--- config.mk ---
export PLATFORM = sky130hd
export DESIGN_NAME = pre_neuron_state_updater
export DESIGN_NICKNAME = d
export VERILOG_FILES = /design/src/rtl/pre_neuron_state_updater.sv
export SDC_FILE = /design/constraint.sdc
export NUM_CORES = 1
export LEC_CHECK = 0
export CORE_ASPECT_RATIO = 0.75
export CORE_MARGIN = 2
export CORE_UTILIZATION = 45
export DETAILED_ROUTE_END_ITERATION = 16
export PLACE_DENSITY = 0.73
export RECOVER_POWER = 25
export SYNTH_ARGS = -nofsm -noshare
export SYNTH_HDL_FRONTEND = slang
export SYNTH_SLANG_ARGS = --single-unit
export TNS_END_PERCENT = 50
--- constraint.sdc ---
create_clock -name CK -period 4.65 [get_ports CK]
set_clock_uncertainty 0.15 [all_clocks]
set_input_delay 0.465 -clock CK [delete_from_list [all_inputs] [get_ports CK]]
set_output_delay 0.465 -clock CK [all_outputs]
set_load 0.01 [all_outputs]
--- src/rtl/pre_neuron_state_updater.sv ---
`default_nettype none
// ============================================================================
// Module   : pre_neuron_state_updater
// Purpose  : Bus master for the single-port pre-neuron state SRAM.
//            On START it visits every word once with a read-modify-write:
//            the 16-bit presynaptic trace decays, and for neurons flagged in
//            the latched spike bitmap the trace gets an increment and the
//            8-bit spike count is bumped (both saturating). When idle it
//            serves single-word host reads/writes to the same SRAM.
// Ports    : CK, RST                 clock / synchronous active-high reset
//            START, PRE_SPIKE        sweep request and spike bitmap
//            BUSY, DONE              sweep status
//            HOST_REQ/WE/ADDR/WDATA  host access request
//            HOST_RDATA, HOST_ACK    host access completion
//            SRAM_CS/WE/A/D, SRAM_Q  SRAM port (1-cycle registered read)
// Revision : 1.0 - initial release
// ============================================================================
module pre_neuron_state_updater #(
    parameter int          ADDR_WIDTH  = 8,
    parameter int          DATA_WIDTH  = 32,
    parameter int          SRAM_DEPTH  = 256,
    parameter int          DECAY_SHIFT = 3,
    parameter logic [15:0] TRACE_INC   = 16'h0400
) (
    input  logic                  CK,
    input  logic                  RST,
    input  logic                  START,
    input  logic [SRAM_DEPTH-1:0] PRE_SPIKE,
    output logic                  BUSY,
    output logic                  DONE,
    input  logic                  HOST_REQ,
    input  logic                  HOST_WE,
    input  logic [ADDR_WIDTH-1:0] HOST_ADDR,
    input  logic [DATA_WIDTH-1:0] HOST_WDATA,
    output logic [DATA_WIDTH-1:0] HOST_RDATA,
    output logic                  HOST_ACK,
    output logic                  SRAM_CS,
    output logic                  SRAM_WE,
    output logic [ADDR_WIDTH-1:0] SRAM_A,
    output logic [DATA_WIDTH-1:0] SRAM_D,
    input  logic [DATA_WIDTH-1:0] SRAM_Q
);

    localparam logic [ADDR_WIDTH-1:0] LAST_ADDR = ADDR_WIDTH'(SRAM_DEPTH - 1);

    typedef enum logic [2:0] {
        IDLE  = 3'd0,
        RD    = 3'd1,
        WB    = 3'd2,
        FIN   = 3'd3,
        H_ACC = 3'd4,
        H_ACK = 3'd5
    } state_t;

    state_t                  r_state;
    state_t                  w_next;

    logic [ADDR_WIDTH-1:0]   r_addr;
    logic [SRAM_DEPTH-1:0]   r_spike;
    logic                    r_host_we;
    logic [ADDR_WIDTH-1:0]   r_host_addr;
    logic [DATA_WIDTH-1:0]   r_host_wdata;
    logic [DATA_WIDTH-1:0]   r_rdata;

    // ------------------------------------------------------------------
    // Word update datapath (operates on the word read in the RD cycle)
    // ------------------------------------------------------------------
    logic [SRAM_DEPTH-1:0]   w_spike_vec;
    logic                    w_spike;
    logic [15:0]             w_trace;
    logic [7:0]              w_cnt;
    logic [16:0]             w_decayed;
    logic [16:0]             w_inc;
    logic [15:0]             w_new_trace;
    logic [7:0]              w_new_cnt;
    logic [DATA_WIDTH-1:0]   w_upd_word;

    // Shift instead of indexing so the counter width may exceed what the
    // bitmap strictly needs.
    assign w_spike_vec = r_spike >> r_addr;
    assign w_spike     = w_spike_vec[0];

    assign w_trace     = SRAM_Q[15:0];
    assign w_cnt       = SRAM_Q[23:16];
    // trace - (trace >> k) never exceeds trace, so bit 16 stays clear here;
    // the extra bit matters only once the increment is added.
    assign w_decayed   = {1'b0, w_trace} - {1'b0, w_trace >> DECAY_SHIFT};
    assign w_inc       = w_decayed + {1'b0, TRACE_INC};
    assign w_new_trace = !w_spike   ? w_decayed[15:0] :
                         w_inc[16]  ? 16'hFFFF        : w_inc[15:0];
    assign w_new_cnt   = (w_spike && (w_cnt != 8'hFF)) ? (w_cnt + 8'd1) : w_cnt;
    assign w_upd_word  = {SRAM_Q[DATA_WIDTH-1:24], w_new_cnt, w_new_trace};

    // ------------------------------------------------------------------
    // State register
    // ------------------------------------------------------------------
    always_ff @(posedge CK) begin
        if (RST) begin
            r_state <= IDLE;
        end else begin
            r_state <= w_next;
        end
    end

    // ------------------------------------------------------------------
    // Next state and outputs
    // ------------------------------------------------------------------
    always_comb begin
        w_next   = r_state;
        BUSY     = 1'b0;
        DONE     = 1'b0;
        HOST_ACK = 1'b0;
        SRAM_CS  = 1'b0;
        SRAM_WE  = 1'b0;
        SRAM_A   = '0;
        SRAM_D   = '0;
        case (r_state)
            IDLE: begin
                // START has priority; a pending host request waits out the sweep.
                if (START) begin
                    w_next = RD;
                end else if (HOST_REQ) begin
                    w_next = H_ACC;
                end
            end
            RD: begin
                BUSY    = 1'b1;
                SRAM_CS = 1'b1;
                SRAM_A  = r_addr;
                w_next  = WB;
            end
            WB: begin
                BUSY    = 1'b1;
                SRAM_CS = 1'b1;
                SRAM_WE = 1'b1;
                SRAM_A  = r_addr;
                SRAM_D  = w_upd_word;
                w_next  = (r_addr == LAST_ADDR) ? FIN : RD;
            end
            FIN: begin
                BUSY   = 1'b1;
                DONE   = 1'b1;
                w_next = IDLE;
            end
            H_ACC: begin
                SRAM_CS = 1'b1;
                SRAM_WE = r_host_we;
                SRAM_A  = r_host_addr;
                SRAM_D  = r_host_wdata;
                w_next  = H_ACK;
            end
            H_ACK: begin
                HOST_ACK = 1'b1;
                w_next   = IDLE;
            end
            default: begin
                w_next = IDLE;
            end
        endcase
    end

    // Read data is passed straight through during the ACK cycle and then
    // held from the capture register until the next ACK.
    assign HOST_RDATA = (r_state == H_ACK) ? SRAM_Q : r_rdata;

    // ------------------------------------------------------------------
    // Address counter, spike latch, host request registers
    // ------------------------------------------------------------------
    always_ff @(posedge CK) begin
        if (RST) begin
            r_addr       <= '0;
            r_spike      <= '0;
            r_host_we    <= 1'b0;
            r_host_addr  <= '0;
            r_host_wdata <= '0;
            r_rdata      <= '0;
        end else begin
            case (r_state)
                IDLE: begin
                    if (START) begin
                        r_spike <= PRE_SPIKE;
                        r_addr  <= '0;
                    end else if (HOST_REQ) begin
                        r_host_we    <= HOST_WE;
                        r_host_addr  <= HOST_ADDR;
                        r_host_wdata <= HOST_WDATA;
                    end
                end
                WB: begin
                    // Counter stops at the last word instead of wrapping.
                    if (r_addr != LAST_ADDR) begin
                        r_addr <= r_addr + ADDR_WIDTH'(1);
                    end
                end
                H_ACK: begin
                    r_rdata <= SRAM_Q;
                end
                default: begin
                end
            endcase
        end
    end

endmodule
`default_nettype wire

# Word-level counts from Yosys, hierarchy flattened
# Cells that the tools add are included.
[op_classes] eq_ne=11 addsub=4 shifts=1 bitwise=1 magnitude_cmp=0 n_mux=18 div=0 reduce_logical=9 n_mul=0
[op_table] cell="$shr A256 B8 Y1" n=1
[op_table] cell="$pmux W32 S2" n=1
[op_table] cell="$mux W16" n=2
[op_table] cell="$mux W32" n=1
[op_table] cell="$pmux W8 S2" n=2
[op_table] cell="$mux W8" n=3
[op_table] cell="$add A17 B11 Y17 const B" n=1
[op_table] cell="$sub A16 B13 Y17" n=1
[op_table] cell="$add A8 B1 Y8 const B" n=2
[op_table] cell="$ne A8 B8 Y1 const B" n=2
[op_table] cell="$pmux W3 S4" n=1
[op_table] cell="$eq A8 B8 Y1 const B" n=1
[op_table] cell="$eq A3 B2 Y1 const B" n=2
[op_table] cell="$eq A3 B3 Y1 const B" n=2
[op_table] cell="$mux W3" n=2
[op_table] cell="$reduce_and A3 Y1" n=2
[op_table] cell="$reduce_or A3 Y1" n=2
[op_table] cell="$mux W1" n=4
[op_table] cell="$ne A2 B2 Y1 const B" n=2
[op_table] cell="$eq A3 B1 Y1 const B" n=1
[op_table] cell="$logic_not A3 Y1" n=1
[op_table] cell="$ne A3 B3 Y1 const B" n=1
[op_table] cell="$mux W2" n=1
[op_table] cell="$pmux W1 S2" n=1
[op_table] cell="other kinds (5)" n=5
[totals] mem_bits_rw=0 output_inout_bits=77 ff_bits=340 latch_bits=0 n_memories=0 mem_bits_ro=0 in_bits=333

# Depth between registers and ports, before layout
[logic_depth] depth_word=5 depth_mapped=16 mapped_depth_nobuf=15

# Worst setup path before layout
# Ideal clock, no wire load.
[synth_timing] path_kind="input port to output port" startpoint="input SRAM_Q[0]" endpoint="output SRAM_D[15]" path_buffers=0 slack_ns=0.758 t_arrival_ns=3.277 stages=15 required_ns=4.035 cell_sequence="inv_1 ha_1 fa_1 nand2b_1 a21oi_1 o21ai_0 nand2_1 xnor2_1 inv_1 ha_1 inv_1 a211oi_1 mux2i_1 or4_1 a32o_1"
[synth_via] elab_chain_len=5
[synth_rtl] item="from (decl)" line="41" source="input logic [DATA_WIDTH-1:0] SRAM_Q"
[synth_rtl] item="$sub A16 B13 Y17 (*)" line="87" source="assign w_decayed = {1'b0, w_trace} - {1'b0, w_trace >> DECAY_SHIFT};"
[synth_rtl] item="$add A17 B11 Y17" line="88" source="assign w_inc = w_decayed + {1'b0, TRACE_INC};"
[synth_rtl] item="$mux W16" line="90" source="w_inc[16] ? 16'hFFFF : w_inc[15:0];"
[synth_rtl] item="$mux W16 (*)" line="89" source="assign w_new_trace = !w_spike ? w_decayed[15:0] :"
[synth_rtl] item="$pmux W32 S2 (*)" line="117" source="case (r_state)"
[synth_rtl] item="to (decl)" line="40" source="output logic [DATA_WIDTH-1:0] SRAM_D,"
# Every way passes the cells marked *; elsewhere a longest branch is shown, timed or not.

# Worst setup path after layout
[layout_timing] startpoint="input SRAM_Q[11]" endpoint="output SRAM_D[15]"
# The elaborated chain is that of the path after synthesis.

==> results by group <==
STA
  – Final min period: 4534 ps
  – Final Setup Violations: 0
  – Worst slew pin tran: 2585 ps
  – Fin. max-slew vios: 117
  – Final Hold Vio Count: 0
  – Fin crit share: 97.50%
  – Max transition margin: -72.34%
  – Max Freq: 220.6 MHz
  – WHS: 300.1 ps

CTS
  – H-Tree Depth: 2
  – Clock slew at reported path FFs: 60 ps
  – Clk_lat worst skew: 520 ps
  – CTS Buffer Depth: 3
  – CTS Buf Count: 37
  – TritonCTS clock tree: done
  – Clk sinks: 340
  – Clock Tree Root: clkbuf_16

Drt
  – Pre-antenna DRT Iters: 5
  – Routed Antenna Nets: 0
  – Routed WL: 51450 um
  – Vias per inst: 5.439
  – Via count: 15321
  – DRC viols: 0
  – DR WL/cell: 18.26 um
  – Initial DRC Count: 1351

Cells and area
  – Nets: 2676
  – Area of the multi-input gates: 8220 sq um
  – Fill cells: 2892
  – Layout area overhead: 39.97%
  – Commonest non-fill, non-tap cells in the layout: nand2_1 (715), clkdlybuf4s50_1 (381), dfxtp_1 (336), a21oi_1 (320), buf_4 (63)
  – Layout cells sized above 1: 9.698%
  – Register area: 6822 sq um
  – Util after Layout: 63.42%
  – Most common cell after layout, fill and taps aside: nand2_1

Run status
  – Violated checks: capacitance limit, slew limit
  – Outcome: complete, but fails checks

Synthesis
  – Top-area cell type share of the netlist area: 43.58%
  – Cell variety after synth: 65
  – Netlist Area Pre-Place: 15620 sq um
  – Post-synthesis average cell area: 8.014 sq um
  – Yosys warning count: 0
  – Post-synthesis sequential area ratio: 43.58%
  – Area leader, netlist: dfxtp_1
  – Area contributors post-synth: dfxtp_1 (44%), nand2_1 (17%), a21oi_1 (10%), mux4_2 (6.5%), clkbuf_1 (3.0%)
  – Syn Inst Count: 1949
  – Post-synth net total: 2299
  – Asr flop ratio synth: 0%
  – Post-synth EDFFs: 0
  – Top FF cell, synth: dfxtp_1
  – Flip-flop and latch count after synthesis: 340

Floorplanning
  – Core outline area: 34470 sq um
  – I/O pin cnt: 410
  – Initial core utilization: 45.31%
  – # rows: 59
  – Total die area: 36230 sq um
  – Die X: 219.1 um
  – Die H: 165.3 um

Critical path
  – Critical Path RT: 4030 ps
  – Setup CP Type: in -> out
  – Critical-path cell list: clkdlybuf4s50_1 -> inv_1 -> ha_4 -> buf_4 -> o211ai_1 -> nor3_4 -> a211oi_2 -> or3_4 -> a2111oi_4 -> buf_4 -> nand2_1 -> or4_1 -> a32o_1 -> clkdlybuf4s15_1
  – Crit-path max cell delay: 510 ps
  – CP Launch Type: input port
  – CP Capture Type: primary output
  – Crit path max-delay cell type: or4_1
  – Buf+Inv Stages, Crit Path: 5
  – CP delay by family, top: simple AND/OR/NAND/NOR gates
  – Crit-path max FO: 4
  – Crit path DAT: 3920 ps
  – CP dominant cell by count: buf_4

Flow run
  – Max-Cap Viols: 2

Power
  – Pwr dens: 352.1 nW/um^2
  – Worst VDD drop: 0.2346 mV
  – Leak: 8.184 nW

GRT
  – Largest net degree at the start of global routing: 161
  – Vias in the first global route: 14417
  – Total global-route track usage: 27.12%
  – Initial antenna violation count: 5
  – First-pass GRT wire length: 77340 um
  – Grt ovf: 0

Placed design
  – GPL Wtd Cong: 0.8655
  – Hpwl dp: 35720 um
  – # port buffers: 409

Min path
  – Hold WC Path Type: reg -> reg
[what timing repair did]
action / CTS / global route
endpoints found under the setup margin: 24 / 19
hold buffers: 0 / 0
resized for setup: 37 / 33
gates cloned: 1 / 0
pin swaps: 3 / 13
buffers inserted: 4 / 9
[final timing paths]
path                             startpoint                        end  slack [ps]  cells after the start
setup / recovery                 SRAM_Q[11]                 SRAM_D[15]         120                     14
hold / removal    r_spike[175]$_SDFFE_PP0P_  r_spike[175]$_SDFFE_PP0P_         300                      2
setup reg to reg    r_state[1]$_SDFFE_PP0P_   r_spike[44]$_SDFFE_PP0P_         780                      5
hold reg to reg   r_spike[175]$_SDFFE_PP0P_  r_spike[175]$_SDFFE_PP0P_         300                      2
[through the flow]
| stage | cells | total power [mW] | TNS (ps) | instance area, sq um | worst slack, ps |
|---|---|---|---|---|---|
| 2_1_floorplan | 1949 | 3.981 | 0 | 15620 | 758.0 |
| 3_3_place_gp | 2730 | 4.577 | -3321 | 20230 | -325.5 |
| 3_5_place_dp | 2730 | 4.607 | -4838 | 20230 | -397.5 |
| 4_1_cts | 2799 | 7.702 | 0 | 21620 | 10.16 |
| 5_1_grt | 2812 | 8.016 | -27.31 | 21850 | -24.49 |
| 6_report | 2817 | 7.699 | 0 | 21860 | 116.1 |
[where the power goes]
part | leakage, nW | internal (mW) | total (mW) | switching [mW]
combinational | 4.77 | 0.660 | 1.37 | 0.709
sequential | 2.78 | 3.12 | 3.23 | 0.107
clock | 0.634 | 1.90 | 3.10 | 1.20
total | 8.18 | 5.68 | 7.70 | 2.02
[Yosys cell counts (8+ instances only)]
cell      count
dfxtp_1     340
nand3_1      10
mux4_1       12
xor2_1        8
mux2i_1      20
a22oi_1      13
inv_1        21
nor2b_1      40
xnor2_1      14
a22o_1       17
nor2_1       28
nor3_1       13
clkbuf_1    126
ha_1         16
o21ai_0      43
nand2b_1     14
a21oi_1     323
mux4_2       45
nand2_1     716
[cell type report]
class	instances	share of cell area, %
clock inverter	12	0.7955
clock buffer	52	5.105
inverter	23	0.3949
antenna	9	0.1030
timing repair buffer	488	22.18
sequential	340	31.20
multi-input combinational	1436	37.60
tap	457	2.615
[worst min-delay path: cells and delay by family (launching register included)]
kind | cells | cell delay, ps
flops | 1 | 300
simple gates | 1 | 50
compound gates | 1 | 50
[state kept, by name, indices dropped and copies added (netlist names)]
signal,count
r_addr,8
r_host_we,1
r_host_addr,8
r_spike,256
r_state,3
r_host_wdata,32
r_rdata,32
[cells by family (layout without fill, tap and decap cells)]
logic type	Yosys count	after routing	share of synthesized area (%)
flip-flops	340	340	43.58
multiplexers	79	79	9.933
AO/OA/AOI/OAI	454	454	16.16
adder cells (fa/ha/maj)	17	17	1.410
other	0	9	0
AND/OR/NAND/NOR	864	864	22.75
XOR/XNOR	22	22	1.234
buffers and inverters	173	575	4.935
[routing by layer]
layer	GRT usage, %	up-vias	wire length [um]
met1	37.97	7293	23210
met5	0	-	0
met2	42.88	609	23190
li1	-	7339	-
met4	8.569	0	1313
met3	4.579	80	3742
Power figures use the tool's default switching activity.
==> edit: new RTL, same settings <==
`DATA_WIDTH`: 32 -> 48.
--- a/src/rtl/pre_neuron_state_updater.sv
+++ b/src/rtl/pre_neuron_state_updater.sv
@@ -17,7 +17,7 @@
 // ============================================================================
 module pre_neuron_state_updater #(
     parameter int          ADDR_WIDTH  = 8,
-    parameter int          DATA_WIDTH  = 32,
+    parameter int          DATA_WIDTH  = 48,
     parameter int          SRAM_DEPTH  = 256,
     parameter int          DECAY_SHIFT = 3,
     parameter logic [15:0] TRACE_INC   = 16'h0400
Ports: changed (resized HOST_RDATA, HOST_WDATA, SRAM_D and SRAM_Q); port bits go from 410 to 474. The function was not compared with the original's and may differ.
==> edit against the original RTL <==
The run still ends with capacitance limit, slew limit left. Maximum frequency grew 0.33%. Design area up 8.5%. Power rose by 4.8%. Worst setup slack gained 0.015 ns. Synthesized area is 8.9% higher. Wire length rose by 11%. Sequential cell count is 32 higher. Register-to-register slack improved by 0.14 ns. Largest power group unchanged.
==> edit: results <==
export IMPL_r2r_end="r_host_wdata[17]"
export IMPL_violations="capacitance limit, slew limit"
export IMPL_grt_pass1_vias=15914
export IMPL_cp_arrival_ns=3.90
export IMPL_io_buffers=473
export IMPL_synthesis_nets=2435
export IMPL_hold_class="in -> reg"
export IMPL_ir_drop_v=0.0002487
export IMPL_routed_via_density=5.410
export IMPL_synth_top_cells_by_count="693 x nand2_1, 372 x dfxtp_1, 336 x a21oi_1"
export IMPL_reg2reg_slack_ns=0.92
export IMPL_drt_iter0_markers=1314
export IMPL_grtUsageTotal_pct=27.61
export IMPL_nets=2871
export IMPL_antenna_found_initial=13
export IMPL_critPathCapture="SRAM_D[2]"
export IMPL_synth_area_leaders="dfxtp_1 44%, nand2_1 15%, a21oi_1 9.9%"
export IMPL_crit_fanout=10
export IMPL_top_regs="r_spike x256, r_host_wdata x48, r_rdata x48"
export IMPL_finalMaxSlewViolations=149
export IMPL_drive_above_1_share_pct=9.611
export IMPL_startpoint="SRAM_Q[0]"
export IMPL_drv_cap=2
export IMPL_tightest_slew_ns=2.386
export IMPL_outcome="complete, but fails checks"
export IMPL_place_area_um2=22310
export IMPL_grt_pass1_wl_um=86220
export IMPL_fillerInstances=3207
export IMPL_leakagePower_nw=8.970
export IMPL_place_congestion=0.9181
export IMPL_dp_hpwl_um=40270
edit: metal layers:
metal,share of wire (%),up-vias,global-route usage [%]
li1,-,7864,-
met1,43,7778,36.24
met2,46,631,44.18
met3,7.6,126,5.986
met4,3.7,4,11.88
met5,0.047,-,0
edit: layout make-up:
cell class / count / share of cell area [%]
clock buffers: 61 / 4.848
multi-input cells: 1498 / 37.27
well taps: 504 / 2.659
flip-flops and latches: 372 / 31.44
inverters: 20 / 0.3165
diodes: 10 / 0.1055
clock inverters: 10 / 0.3851
repair buffers: 557 / 22.97
edit: cells by family after synthesis:
group	share of synthesized area [%]
buf+inv	4.589
flops	43.78
fa+ha+maj	1.368
mux	12.40
compound gates	16.05
simple gates	20.84
xor+xnor	0.9782
edit: where the power goes:
part / switching [mW] / total (mW) / internal (mW)
Sequential: 0.114 / 3.52 / 3.41
Combinational: 0.764 / 1.48 / 0.718
Clock: 1.30 / 3.07 / 1.76
edit: timing repair:
action | 4_1_cts | 5_1_grt
buffers inserted | 9 | 6
endpoints found under the setup margin | 24 | 24
pin swaps | 1 | 5
gates resized for setup | 18 | 30
edit: stage by stage:
step / setup slack [ns] / power (mW) / instances
after floorplan: 0.7168 / 4.333 / 2052
after global placement: -0.2637 / 5.009 / 2936
after detailed placement: -0.3555 / 5.041 / 2936
after CTS: 0.004607 / 8.093 / 3016
after global routing: -0.03515 / 8.402 / 3031
final: 0.1310 / 8.071 / 3032
edit: critical path, stage by stage:
cell             delay (ns)
clkdlybuf4s50_1        0.41
inv_1                  0.09
ha_1                   0.15
inv_1                  0.05
fa_2                   0.34
a211oi_2               0.27
o211ai_1               0.14
and2_4                 0.19
o41a_1                 0.42
a22oi_4                0.26
nand4_4                0.13
and2_4                 0.19
or3_4                  0.43
nand2_1                0.09
dlygate4sd2_1          0.28
edit: worst min path at each step:
stage | start | end | depth (start not counted) | slack [ns]
3_5_place_dp | r_spike[36] | r_spike[36] | 2 | 0.30
4_1_cts | PRE_SPIKE[237] | r_spike[237] | 3 | 0.30
2_1_floorplan | r_spike[129] | r_spike[129] | 2 | 0.28
6_report | RST | r_rdata[31] | 2 | 0.29
5_1_grt | PRE_SPIKE[110] | r_spike[110] | 3 | 0.30
3_3_place_gp | r_spike[151] | r_spike[151] | 2 | 0.29
